[src/rtl/alu_pkg.sv]
// Shared types and width helpers for the registered sequential ALU.
package alu_pkg;

  typedef enum logic [2:0] {
    OP_ADD = 3'b000,
    OP_SUB = 3'b001,
    OP_MUL = 3'b010,
    OP_AND = 3'b011,
    OP_OR  = 3'b100,
    OP_XOR = 3'b101,
    OP_SHL = 3'b110,
    OP_CMP = 3'b111
  } op_e;

  typedef enum logic [1:0] {
    IDLE,
    MUL,
    DONE
  } state_e;

  localparam int unsigned W_DEFAULT = 4;

  function automatic int unsigned res_width(input int unsigned w);
    return 2 * w;
  endfunction

  function automatic int unsigned sh_width(input int unsigned w);
    return $clog2(w);
  endfunction

endpackage

[src/rtl/alu_mul_seq.sv]
// W-cycle shift-add multiplier; done and p are valid in the cycle of the final step.
module alu_mul_seq
  import alu_pkg::*;
#(
  parameter int unsigned W = W_DEFAULT
) (
  input  logic             clk,
  input  logic             rst_n,
  input  logic             start,
  input  logic [W-1:0]     a,
  input  logic [W-1:0]     b,
  output logic             done,
  output logic [2*W-1:0]   p
);

  localparam int unsigned CW = sh_width(W);

  logic [2*W-1:0] acc_q, acc_d;
  logic [2*W-1:0] mcand_q, mcand_d;
  logic [W-1:0]   mplier_q, mplier_d;
  logic [CW-1:0]  cnt_q, cnt_d;
  logic           busy_q, busy_d;
  logic [2*W-1:0] addend;
  logic [2*W-1:0] acc_step;
  logic           last;

  always_comb begin
    addend   = mplier_q[0] ? mcand_q : '0;
    acc_step = acc_q + addend;
    last     = busy_q && (cnt_q == CW'(W - 1));
    done     = last;
    // Product is taken from the step result so the last step and the load share one edge.
    p        = acc_step;

    acc_d    = acc_q;
    mcand_d  = mcand_q;
    mplier_d = mplier_q;
    cnt_d    = cnt_q;
    busy_d   = busy_q;

    if (start) begin
      acc_d    = '0;
      mcand_d  = {{W{1'b0}}, a};
      mplier_d = b;
      cnt_d    = '0;
      busy_d   = 1'b1;
    end else if (busy_q) begin
      acc_d    = acc_step;
      mcand_d  = mcand_q << 1;
      mplier_d = mplier_q >> 1;
      cnt_d    = cnt_q + CW'(1);
      if (last) begin
        busy_d = 1'b0;
      end
    end
  end

  always_ff @(posedge clk or negedge rst_n) begin
    if (!rst_n) begin
      acc_q    <= '0;
      mcand_q  <= '0;
      mplier_q <= '0;
      cnt_q    <= '0;
      busy_q   <= 1'b0;
    end else begin
      acc_q    <= acc_d;
      mcand_q  <= mcand_d;
      mplier_q <= mplier_d;
      cnt_q    <= cnt_d;
      busy_q   <= busy_d;
    end
  end

endmodule

[src/rtl/alu_seq.sv]
// Registered W-bit ALU with valid/ready handshakes, 2W-bit result and status flags.
module alu_seq
  import alu_pkg::*;
#(
  parameter int unsigned W = W_DEFAULT
) (
  input  logic             clk,
  input  logic             rst_n,
  input  logic             in_valid,
  output logic             in_ready,
  input  logic [W-1:0]     a,
  input  logic [W-1:0]     b,
  input  logic [2:0]       s,
  output logic             out_valid,
  input  logic             out_ready,
  output logic [2*W-1:0]   y,
  output logic             flag_z,
  output logic             flag_c,
  output logic             flag_v
);

  localparam int unsigned SW = sh_width(W);
  localparam int unsigned RW = res_width(W);

  state_e         state_q, state_d;
  logic [RW-1:0]  y_q, y_d;
  logic           z_q, z_d;
  logic           c_q, c_d;
  logic           v_q, v_d;
  logic           init_q;

  op_e            op;
  logic [W:0]     sum;
  logic [W:0]     diff;
  logic [RW-1:0]  shl;
  logic [RW-1:0]  res;
  logic           res_c;
  logic           res_v;
  logic           accept;
  logic           mul_start;
  logic           mul_done;
  logic [RW-1:0]  mul_p;

  alu_mul_seq #(.W(W)) u_mul (
    .clk   (clk),
    .rst_n (rst_n),
    .start (mul_start),
    .a     (a),
    .b     (b),
    .done  (mul_done),
    .p     (mul_p)
  );

  always_comb begin
    op    = op_e'(s);
    sum   = {1'b0, a} + {1'b0, b};
    diff  = {1'b0, a} - {1'b0, b};
    shl   = {{W{1'b0}}, a} << b[SW-1:0];
    res   = '0;
    res_c = 1'b0;
    res_v = 1'b0;
    case (op)
      OP_ADD: begin
        res   = {{(W-1){1'b0}}, sum};
        res_c = sum[W];
        res_v = (a[W-1] == b[W-1]) && (sum[W-1] != a[W-1]);
      end
      OP_SUB: begin
        res   = {{(W-1){1'b0}}, diff};
        res_c = diff[W];
        res_v = (a[W-1] != b[W-1]) && (diff[W-1] != a[W-1]);
      end
      OP_AND:  res = {{W{1'b0}}, a & b};
      OP_OR:   res = {{W{1'b0}}, a | b};
      OP_XOR:  res = {{W{1'b0}}, a ^ b};
      OP_SHL:  res = shl;
      OP_CMP:  res = {{(RW-2){1'b0}}, (a > b), (a == b)};
      default: res = '0;
    endcase
  end

  // init_q keeps in_ready low until the first edge after reset release.
  always_comb begin
    in_ready  = init_q && ((state_q == IDLE) || ((state_q == DONE) && out_ready));
    out_valid = (state_q == DONE);
    accept    = in_valid && in_ready;
  end

  always_comb begin
    state_d   = state_q;
    y_d       = y_q;
    z_d       = z_q;
    c_d       = c_q;
    v_d       = v_q;
    mul_start = 1'b0;

    case (state_q)
      IDLE: ;
      MUL: begin
        if (mul_done) begin
          y_d     = mul_p;
          z_d     = (mul_p == '0);
          c_d     = 1'b0;
          v_d     = 1'b0;
          state_d = DONE;
        end
      end
      DONE: begin
        if (out_ready && !in_valid) begin
          state_d = IDLE;
        end
      end
      default: state_d = IDLE;
    endcase

    // accept is only possible in IDLE or while DONE retires, so it overrides the above.
    if (accept) begin
      if (op == OP_MUL) begin
        mul_start = 1'b1;
        state_d   = MUL;
      end else begin
        y_d     = res;
        z_d     = (res == '0);
        c_d     = res_c;
        v_d     = res_v;
        state_d = DONE;
      end
    end
  end

  always_ff @(posedge clk or negedge rst_n) begin
    if (!rst_n) begin
      state_q <= IDLE;
      y_q     <= '0;
      z_q     <= 1'b0;
      c_q     <= 1'b0;
      v_q     <= 1'b0;
      init_q  <= 1'b0;
    end else begin
      state_q <= state_d;
      y_q     <= y_d;
      z_q     <= z_d;
      c_q     <= c_d;
      v_q     <= v_d;
      init_q  <= 1'b1;
    end
  end

  always_comb begin
    y      = y_q;
    flag_z = z_q;
    flag_c = c_q;
    flag_v = v_q;
  end

endmodule

[config.mk]
export PLATFORM = sky130hd
export DESIGN_NAME = alu_seq
export DESIGN_NICKNAME = d
export VERILOG_FILES = /design/src/rtl/alu_pkg.sv /design/src/rtl/alu_mul_seq.sv /design/src/rtl/alu_seq.sv
export SDC_FILE = /design/constraint.sdc
export NUM_CORES = 1
export LEC_CHECK = 0
export BUFFER_PORTS_ARGS = -buffer_cell sky130_fd_sc_hd__buf_2
export CAP_MARGIN = 30
export CORE_MARGIN = 3
export CORE_UTILIZATION = 54
export DETAILED_ROUTE_END_ITERATION = 16
export PLACE_DENSITY = 0.8
export SETUP_SLACK_MARGIN = 0.4
export SYNTH_ARGS = -nofsm -noshare
export SYNTH_HDL_FRONTEND = slang
export SYNTH_SLANG_ARGS = --single-unit
[constraint.sdc]
create_clock -name clk -period 2.5 [get_ports clk]
set_clock_uncertainty 0.05 [all_clocks]
set_input_delay 0.75 -clock clk [delete_from_list [all_inputs] [get_ports clk]]
set_output_delay 0.75 -clock clk [all_outputs]
set_load 0.05 [all_outputs]
==> impl_results.md, run 1 <==
* CP Data Required Time at 2.69 ns
* Fin crit share at between 90% and 100%
* Worst-path maximum fanout at 3
* Post-route ant nets at 0
* Port bufs at 27
* Detailed placement HPWL at ~5000 um
* Status: complete, no violations
* CTS Sinks at 37
* Netlist Area Pre-Place at about 0.0028 sq mm
* Die W at a little under 80 um
* Final TNS setup at 0 ns
* R2r setup slk at 0.13 ns
* Max-cap violations at 0
* Final WL at 7750 um
* Clk Latency, worst-skew pair at 0.30 ns
* Fin Hold WS at 0.433 ns
* R2R depth at 9
* Vias in the first global route at about 2400
* Pre-CTS WS at -0.437 ns
* Drt via density at 5.80
* DRC Markers at 0
* Max Transition Viols Final at 0
* Die height at 77.5 um
* RSZ-0062 raised after global routing: yes
* Layout cells sized above 1 at 42.8%
* YS warnings at 0
* Worst hold path class: flip-flop to flip-flop
* Worst r2r src: u_mul.mplier_q[0]
* First-pass GRT wire length at 11900 um
* Synthesized area per cell at 9.19 sq um
* Reg2reg end: flag_z
* Pin count of the biggest net entering global routing at 38
* Switching pwr at 1170 uW
* Main synth FF type: dfrtp_1
* Root buf cell: clkbuf_8
* Leak at between 0.0015 and 0.002 uW
* Via count at 2569
* Initial DRC Count at 320
* Seq pwr share at roughly a third
* Setup CP Type: input pin to flip-flop
* Final Cell Area at 0.00394 sq mm
* Slew headroom at about 45%
* GR Util met2 at approximately two fifths
* # diodes at 0
* Clock power frac at 16.9%
* Worst Setup Start Kind: input pin
* WP data arrival at 2.69 ns
* Ys async rst share at 100%
* Final hold vios at 0
* Setup-failing EPs final at 0
* Crit. Startpoint: a[0]
* Fmax at 0.400 GHz
* # fillers at 277
* Actual slew at the worst max-slew pin at between 0.8 and 0.9 ns
* M1 GR Usage at around a third
* Internal power at 1790 uW
* GR Util met3 at under 10%
* Synth Instances at 300
* Worst Hold Depth at 2
* Core ar. at just under 0.005 sq mm
* Clk buf depth at 2
* Final worst slack at 0.00195 ns
* Remaining Overflow, GRT at 0
* Global route hottest layer: met2
* FP Rows at 25
* CTS buffer count at 5
* PwrDens at 754 mW/mm^2
* Peak supply drop at 0.717 mV
* Syn Nets at ~340
* Die Area at roughly 0.006 sq mm
* Register area at roughly 930 sq um
* Initial Util at about 57%
* CP endpoint: flag_z
* Total track usage at around a quarter
* Comb pwr share at 51.5%
* Area delta synth->final at 42.7%
* Nets at just over 400
* I/O Pins at 28
* Pre-antenna DRT Iters at 5
* Final min period at 2.50 ns
* CTS tree: done
* H-Tree Level Count at 2
* Synth Register Bits at 37
* Clock slew seen by the registers of the worst setup and hold paths at 0.08 ns
* Multi-input gate area at 0.00205 sq mm
* Post-synth EDFFs at 0
* Initial antenna violation count at 0
* Wirelength per Cell at 17.5 um
* Sw Ratio at 39.6%
* Crit. End Element: flip-flop
* Synth cell types at 54
* Post-synthesis sequential area ratio at 33.6%
* Global placer's final weighted congestion at 0.959
* Placed cell area at ~0.0033 sq mm
how the worst min path moves through the flow:
stage	endpoint	from	slack, ns
after global routing	flag_v	flag_v	0.46
after CTS	flag_v	flag_v	0.44
after floorplan	flag_c	rst_n	0.40
after detailed placement	flag_c	flag_c	0.42
final	flag_v	flag_v	0.43
after global placement	flag_v	flag_v	0.41
per-stage QoR:
| stage | total power, uW | utilization, % | cells |
|---|---|---|---|
| global route | 3150 | 81.7 | 443 |
| finish | 2970 | 81.7 | 443 |
| global placement | 2050 | 68.5 | 415 |
| floorplan | 1760 | - | 300 |
| CTS | 2740 | 76.5 | 435 |
| detailed placement | 2090 | 69.1 | 416 |
worst max-delay path: stages:
cell and delay (ns):
buf_12 0.12, inv_12 0.04, ha_4 0.12, inv_2 0.03, fa_2 0.36, xor2_2 0.16, mux2i_2 0.10, a221oi_2 0.26
or3b_1 0.39, o41ai_2 0.22, a21o_1 0.12
cell type report:
cell class | count | area share, %
well taps | 67 | 2.13
repair buffers | 86 | 17.4
clock inverters | 2 | 0.890
multi-input cells | 227 | 52.0
inverters | 19 | 2.35
clock buffers | 5 | 1.75
flip-flops and latches | 37 | 23.5
power groups by stage:
stage                     Clock (uW)  Combinational (uW)  Sequential [uW]
after floorplan                    0                 766              999
after global placement             0                1140              909
after detailed placement           0                1170              918
after CTS                        509                1310              920
after global routing             536                1650              959
final                            501                1530              938
routing by layer:
layer	routed length, um	share of wire [%]
met2	3800	49
met3	573	7.4
met4	140	1.8
met5	0	0
met1	3240	42
flip-flops by register name (all words and copies together) (netlist names):
signal / cells
init_q: 1
flag_v: 1
u_mul.mcand_q: 8
u_mul.acc_q: 8
flag_z: 1
u_mul.cnt_q: 2
u_mul.mplier_q: 4
y: 8
flag_c: 1
u_mul.busy_q: 1
state_q: 2
synth_stat cells, types with 3 or more instances:
master / instances / area share, %
nand2_1: 32 / 4.4
dfrtp_1: 37 / 34
mux2i_1: 33 / 12
and2_1: 9 / 2.0
xnor2_1: 11 / 3.5
nor2b_1: 5 / 1.1
a21oi_1: 15 / 2.7
fa_1: 3 / 2.2
nand3_1: 4 / 0.73
inv_1: 19 / 2.6
clkbuf_1: 8 / 1.1
o211ai_1: 3 / 0.82
nor3_1: 5 / 0.91
nor2_1: 27 / 3.7
buf_2: 5 / 0.91
o21ai_0: 13 / 2.4
o31ai_1: 3 / 0.82
a21o_1: 4 / 1.1
ha_1: 21 / 9.5
cells by family after synthesis:
| family | after synthesis | share of synthesized area (%) |
|---|---|---|
| AOI/OAI and AO/OA | 61 | 16.2 |
| DFF | 37 | 33.6 |
| other | 1 | 0.136 |
| xor gates and xnor gates | 12 | 3.81 |
| buffers and inverters | 36 | 5.58 |
| muxes | 34 | 12.5 |
| adders and majority gates | 24 | 11.7 |
| and+or+nand+nor | 95 | 16.5 |
placed cells by master, fill, tap and decap left out, types with 3 or more instances in the layout:
cell type / n
ha_1: 9
buf_4: 53
nor2b_1: 3
o211ai_1: 3
fa_2: 3
buf_6: 11
ha_4: 12
dfrtp_1: 37
nor3_1: 4
mux2i_1: 32
inv_1: 9
nand2_1: 29
o21ai_1: 3
and2_1: 4
buf_2: 19
clkbuf_8: 5
o21ai_0: 9
nor2_1: 25
a21oi_2: 5
and2_4: 5
nand3_1: 4
nand2_2: 3
xnor2_2: 5
inv_2: 6
xnor2_1: 6
a21o_1: 4
a21oi_1: 9
repair_timing:
| item | CTS | global route |
|---|---|---|
| setup endpoints to repair | 16 | 16 |
| hold buffers | 0 | 0 |
| cloned | 0 | 0 |
| pin swaps | 22 | 20 |
| setup buffers | 12 | 8 |
| gates resized for setup | 34 | 38 |
Note: power is estimated with default switching activity, not from simulation.
==> run 2, diff against run 1 <==
Settings changed: BUFFER_PORTS_ARGS -buffer_cell sky130_fd_sc_hd__buf_2 to -buffer_cell sky130_fd_sc_hd__clkbuf_2, SETUP_SLACK_MARGIN 0.4 to 0.5.
==> run 2 against run 1 <==
The flow now finishes with violations (setup timing). Design area fell by 1.3%. Final cell count rose by 0.23%. Via count rose by 2.6%. Global-route usage fell by 0.27 points. Largest cell class unchanged. Combinational power fell by 3%.
==> impl_results.md, run 2 (synthesis gave the netlist of run 1 again) <==
* Most frequent cells in the layout: 54 x buf_4, 37 x dfrtp_1, 33 x mux2i_1
* Violated checks: setup timing
* Cells along the critical path: clkbuf_16, inv_12, buf_4, ha_4, or4_4, mux2_4, o2111ai_4, or3b_1, o41ai_2, a21o_1
* # hold bufs at CTS at 0 (unchanged)
* I/O Pins at 28 (unchanged)
* CTS Sinks at 37 (unchanged)
* Peak supply drop at 0.621 mV (-13%)
* Initial antenna violation count at 0 (unchanged)
* Initial Util at 57.2% (unchanged)
* Detailed placement HPWL at 5120 um (+3.8%)
* Multi-input gate area at 0.00200 sq mm (-2.3%)
* Die height at 77.5 um (unchanged)
* Core ar. at 0.00482 sq mm (unchanged)
* Final WL at 8060 um (+3.9%)
* Non-Filler Instances at 444 (+0.23%)
* Pin count of the biggest net entering global routing at 38 (unchanged)
* FP Rows at 25 (unchanged)
* R2R depth at 9 (unchanged)
* Pre-antenna DRT Iters at 5 (unchanged)
* Crit. Startpoint: a[0]
* Most common cell after layout, fill and taps aside: buf_4
* Port bufs at 27 (unchanged)
* Max Transition Viols Final at 0 (unchanged)
* Initial DRC Count at 267 (-17%)
* Cell depth of the worst setup path at 10 (-1)
* Clk buf depth at 2 (unchanged)
* Reg2reg end: flag_z
* Clock slew seen by the registers of the worst setup and hold paths at 0.08 ns (about the same)
* Via count at 2635 (+2.6%)
* Worst Setup Start Kind: input pin
* Max-cap violations at 0 (unchanged)
* Crit-path leading delay family: simple AND/OR/NAND/NOR gates
* Wirelength per Cell at 18.1 um (+3.7%)
* Remaining Overflow, GRT at 0 (unchanged)
* # diodes at 0 (unchanged)
* Fin crit share at 101% (+1.0 points)
* Fmax at 0.396 GHz (-1.0%)
* Setup-failing EPs final at 1 (+1)
* Final min period at 2.52 ns (+0.0253 ns)
* Total track usage at 24.6% (-0.27 points)
* Die Area at 0.00600 sq mm (unchanged)
* Status: complete, but fails checks
* H-Tree Level Count at 2 (unchanged)
* Worst r2r src: u_mul.mplier_q[0]
* CP Data Required Time at 2.64 ns (-0.05 ns)
* PwrDens at 735 mW/mm^2 (-2.5%)
* Crit. End Element: flip-flop
* Global placer's final weighted congestion at 0.938 (-2.3%)
* Crit-path max cell delay at 0.53 ns (+0.14 ns)
* Worst hold path class: input pin to async pin
* Leak at 0.00183 uW (-1.9%)
* CTS tree: done
* Register area at 926 sq um (unchanged)
* Final hold vios at 0 (unchanged)
* Cells after DPL at 413 (-0.72%)
* Fin util at 80.6% (-1.1 points)
* CTS buffer count at 5 (unchanged)
* First-pass GRT wire length at 11900 um (unchanged)
* Nets at 415 (unchanged)
* Fin Hold WS at 0.450 ns (+0.0173 ns)
* Worst-path maximum fanout at 3 (unchanged)
* Setup CP Type: input pin to flip-flop
* Layout cells sized above 1 at 40.8% (-2.0 points)
* Vias in the first global route at 2456 (+1.8%)
* RSZ-0062 raised after global routing: yes
* WP data arrival at 2.66 ns (-0.03 ns)
* Final worst slack at -0.0234 ns (-0.0253 ns)
* CP max-delay cell: or4_4
* Root buf cell: clkbuf_8
* Clk Latency, worst-skew pair at 0.29 ns (about the same)
* WP buf/inv at 3 (unchanged)
* R2r setup slk at 0.16 ns (+0.03 ns)
* CP endpoint: flag_z
* Drt via density at 5.93 (+2.3%)
* Die W at 77.5 um (unchanged)
* Post-route ant nets at 0 (unchanged)
* Area delta synth->final at 40.8%
* # fillers at 281 (+1.4%)
* DRC Markers at 0 (unchanged)
==> run 2: worst min path at each step <==
| stage | from | end | slack [ns] | depth (start not counted) |
|---|---|---|---|---|
| finish | rst_n | u_mul.acc_q[6] | 0.45 | 2 |
| detailed placement | flag_c | flag_c | 0.43 | 2 |
| global placement | flag_v | flag_v | 0.42 | 2 |
| floorplan | rst_n | flag_c | 0.40 | 0 |
| global route | rst_n | u_mul.acc_q[6] | 0.49 | 2 |
| CTS | flag_c | flag_c | 0.44 | 2 |
==> run 2: layout make-up <==
class	instances	area share, %
clock inverters	3	0.451
well taps	67	2.16
clock buffers	5	1.77
multi-input cells	227	51.5
flip-flops and latches	37	23.8
repair buffers	86	17.8
inverters	19	2.51
==> run 2: stage by stage <==
stage | total power (uW) | TNS (ns) | setup slack [ns] | area [sq um]
after floorplan | 1770 | -0.159 | -0.159 | 2920
after global placement | 2040 | -0.765 | -0.408 | 3300
after detailed placement | 2100 | -0.829 | -0.436 | 3300
after CTS | 2650 | 0 | 0.0425 | 3660
after global routing | 3010 | -0.0872 | -0.0872 | 3880
final | 2850 | -0.0234 | -0.0234 | 3880
==> run 2: report_power, final <==
group | leakage (uW) | switching, uW | total [uW] | internal, uW
clock network | 0.0000439 | 233 | 426 | 193
logic | 0.00130 | 812 | 1490 | 680
registers | 0.000480 | 152 | 937 | 785
total | 0.00183 | 1200 | 2850 | 1660
==> run 2: timing repair <==
action,in CTS,in global routing
endpoints found under the setup margin,16,18
setup buffers,12,11
gates resized for setup,32,29
pin swaps,26,24
==> run 2: layer usage <==
layer,global-route usage [%],vias up,part of all wire [%]
li1,-,1203,-
met1,32.9,1237,41
met2,41.1,165,49
met3,4.52,30,8.3
met4,6.41,0,2.1
met5,0,-,0
==> run 2: worst reg2reg max path, stage by stage, from the launching register on <==
cell and delay (ns):
dfrtp_1 0.39, and2_4 0.17, ha_4 0.16, fa_2 0.34
a21o_1 0.22, a311o_1 0.29, a21oi_2 0.18, xnor2_2 0.16
nor3_2 0.09, a21o_1 0.19
==> run 3, diff against run 2 <==
Settings changed: CORE_MARGIN 3 to default.
==> run 3 against run 2 <==
The run still ends with setup timing left. First-iteration DRC count shrank 4.9%. Register-to-register slack lost 0.02 ns. Design area grew 0.90%. Core utilization grew 0.73 points. Largest power group unchanged. Setup slack lost 0.032 ns. Die area shrank 10%. Hold slack lost 0.068 ns. Clock-buffer cell count is the same. Critical endpoint unchanged. Non-clock buffer count grew 4. Critical path type unchanged.
==> impl_results.md, run 3 (synthesis gave the netlist of run 1 again) <==
* Clk buf depth at 2 (unchanged)
* # diodes at 0 (unchanged)
* Post-route ant nets at 0 (unchanged)
* Drt via density at 5.73 (-3.4%)
* Wirelength per Cell at 16.9 um (-6.7%)
* Vias in the first global route at 2428 (-1.1%)
* Crit. End Element: flip-flop
* Worst-path maximum fanout at 3 (unchanged)
* Worst hold path class: input pin to async pin
* Pre-antenna DRT Iters at 5 (unchanged)
* Initial antenna violation count at 0 (unchanged)
* Most frequent cells in the layout: 56 x buf_4, 37 x dfrtp_1, 33 x mux2i_1
* Die Area at 0.00540 sq mm (-10%)
* First-pass GRT wire length at 11600 um (-2.6%)
* Via count at 2562 (-2.8%)
* Placed cell area at 0.00333 sq mm (+0.83%)
* Global placer's final weighted congestion at 0.892 (-4.9%)
* Fin Hold WS at 0.382 ns (-0.0675 ns)
* Final worst slack at -0.0558 ns (-0.0324 ns)
* Crit-path leading delay family: simple AND/OR/NAND/NOR gates
* Final min period at 2.56 ns (+0.0324 ns)
* Actual slew at the worst max-slew pin at 0.574 ns
* I/O Pins at 28 (unchanged)
* Area delta synth->final at 42.1%
* Detailed placement HPWL at 5030 um (-1.7%)
* Final hold vios at 0 (unchanged)
* Fmax at 0.391 GHz (-1.3%)
* DRC Markers at 0 (unchanged)
* Pre-CTS WS at -0.443 ns (-0.00757 ns)
* Die W at 73.5 um (-5.2%)
* Core ar. at 0.00482 sq mm (unchanged)
* PwrDens at 767 mW/mm^2 (+4.3%)
* WP data arrival at 2.70 ns (+0.04 ns)
* Final Cell Area at 0.00392 sq mm (+0.90%)
* Peak supply drop at 0.935 mV (+51%)
* Pin count of the biggest net entering global routing at 24 (-37%)
* Worst Setup Start Kind: input pin
* FP Rows at 25 (unchanged)
* CP Data Required Time at 2.64 ns (about the same)
* Total track usage at 28.4% (+3.7 points)
* CTS Sinks at 37 (unchanged)
* Violated checks: setup timing
* Slew headroom at 61.8%
* WP buf/inv at 3 (unchanged)
* Final WL at 7570 um (-6.0%)
* CP max-delay cell: or4_4
* Most common cell after layout, fill and taps aside: buf_4
* Clk Latency, worst-skew pair at 0.29 ns (about the same)
* Port bufs at 27 (unchanged)
* H-Tree Level Count at 2 (unchanged)
* RSZ-0062 raised after global routing: yes
* Nets at 419 (+0.96%)
* Crit-path max cell delay at 0.53 ns (about the same)
* Clock slew seen by the registers of the worst setup and hold paths at 0.08 ns (about the same)
* Cells along the critical path: clkbuf_16, inv_12, buf_4, ha_4, or4_4, mux2_4, o2111ai_4, or3b_1, o41ai_2, a21o_1
* Final TNS setup at -0.0558 ns (-0.0324 ns)
* Layout cells sized above 1 at 40.3% (-0.59 points)
* Leak at 0.00187 uW (+2.5%)
* Max Transition Viols Final at 0 (unchanged)
* CTS tree: done
* # hold bufs at CTS at 0 (unchanged)
* Status: complete, but fails checks
* Die height at 73.5 um (-5.2%)
* Setup-failing EPs final at 1 (unchanged)
* Max-cap violations at 0 (unchanged)
* Setup CP Type: input pin to flip-flop
* Fin crit share at 102% (+1.3 points)
* Initial Util at 57.2% (unchanged)
* CTS buffer count at 5 (unchanged)
* Remaining Overflow, GRT at 0 (unchanged)
* Root buf cell: clkbuf_8
* Initial DRC Count at 254 (-4.9%)
run 3: cell types whose count changed in the layout (fill, tap and decap cells not counted), moves of 2 or more:
cell | previous run | this run
nor3_2 | 2 | 0
buf_4 | 54 | 56
clkbuf_8 | 7 | 9
o31ai_2 | 2 | 0
run 3: timing repair:
| action | CTS | global route |
|---|---|---|
| setup endpoints to repair | 16 | 18 |
| pin swaps | 27 | 11 |
| gates resized for setup | 37 | 21 |
| buffers inserted | 13 | 10 |
run 3: layer usage:
| layer | vias to the layer above | track usage (%) | part of all wire (%) | wire, um |
|---|---|---|---|---|
| met1 | 1244 | 40.0 | 45 | 3390 |
| met3 | 18 | 5.35 | 5.2 | 395 |
| met5 | - | 0 | 0 | 0 |
| met2 | 99 | 43.8 | 48 | 3640 |
| met4 | 0 | 9.40 | 1.8 | 137 |
| li1 | 1201 | - | - | - |
run 3: worst paths after layout:
path,startpoint,endpoint,slack [ns],cells past startpoint
max,a[0],flag_z,-0.06,10
min,rst_n,u_mul.acc_q[5],0.38,1
max reg2reg,u_mul.mplier_q[0],y[6],0.14,10
min reg2reg,flag_c,flag_c,0.43,2
max in group asynchronous,rst_n,y[3],1.47,2
min in group clk,flag_c,flag_c,0.43,2
run 3: worst reg2reg max path, cell delays in order (launching register included):
cell and delay, ns:
dfrtp_1 0.39, and2_4 0.17, ha_4 0.15, fa_2 0.34
a21o_1 0.20, a311o_1 0.29, a21oi_2 0.18, xnor2_2 0.11
buf_4 0.14, mux2i_1 0.13, o32ai_1 0.09
run 3: power breakdown:
group	switching (uW)	internal (uW)
clock network	218	290
logic	821	742
registers	149	786
run 3: layout make-up:
cell class	instances	area, sq um
Multi-Input combinational cell	227	1990
Sequential cell	37	926
Fill cell	293	898
Timing Repair Buffer	90	723
Inverter	19	95.1
Tap cell	67	83.8
Clock buffer	5	68.8
Clock inverter	2	35.0
run 3: per-stage QoR:
step / power (uW) / utilization (%) / cells
floorplan: 1770 / - / 300
global placement: 2050 / 69.1 / 417
detailed placement: 2100 / 69.1 / 417
CTS: 2780 / 77.7 / 437
global route: 3180 / 81.4 / 447
finish: 3010 / 81.4 / 447
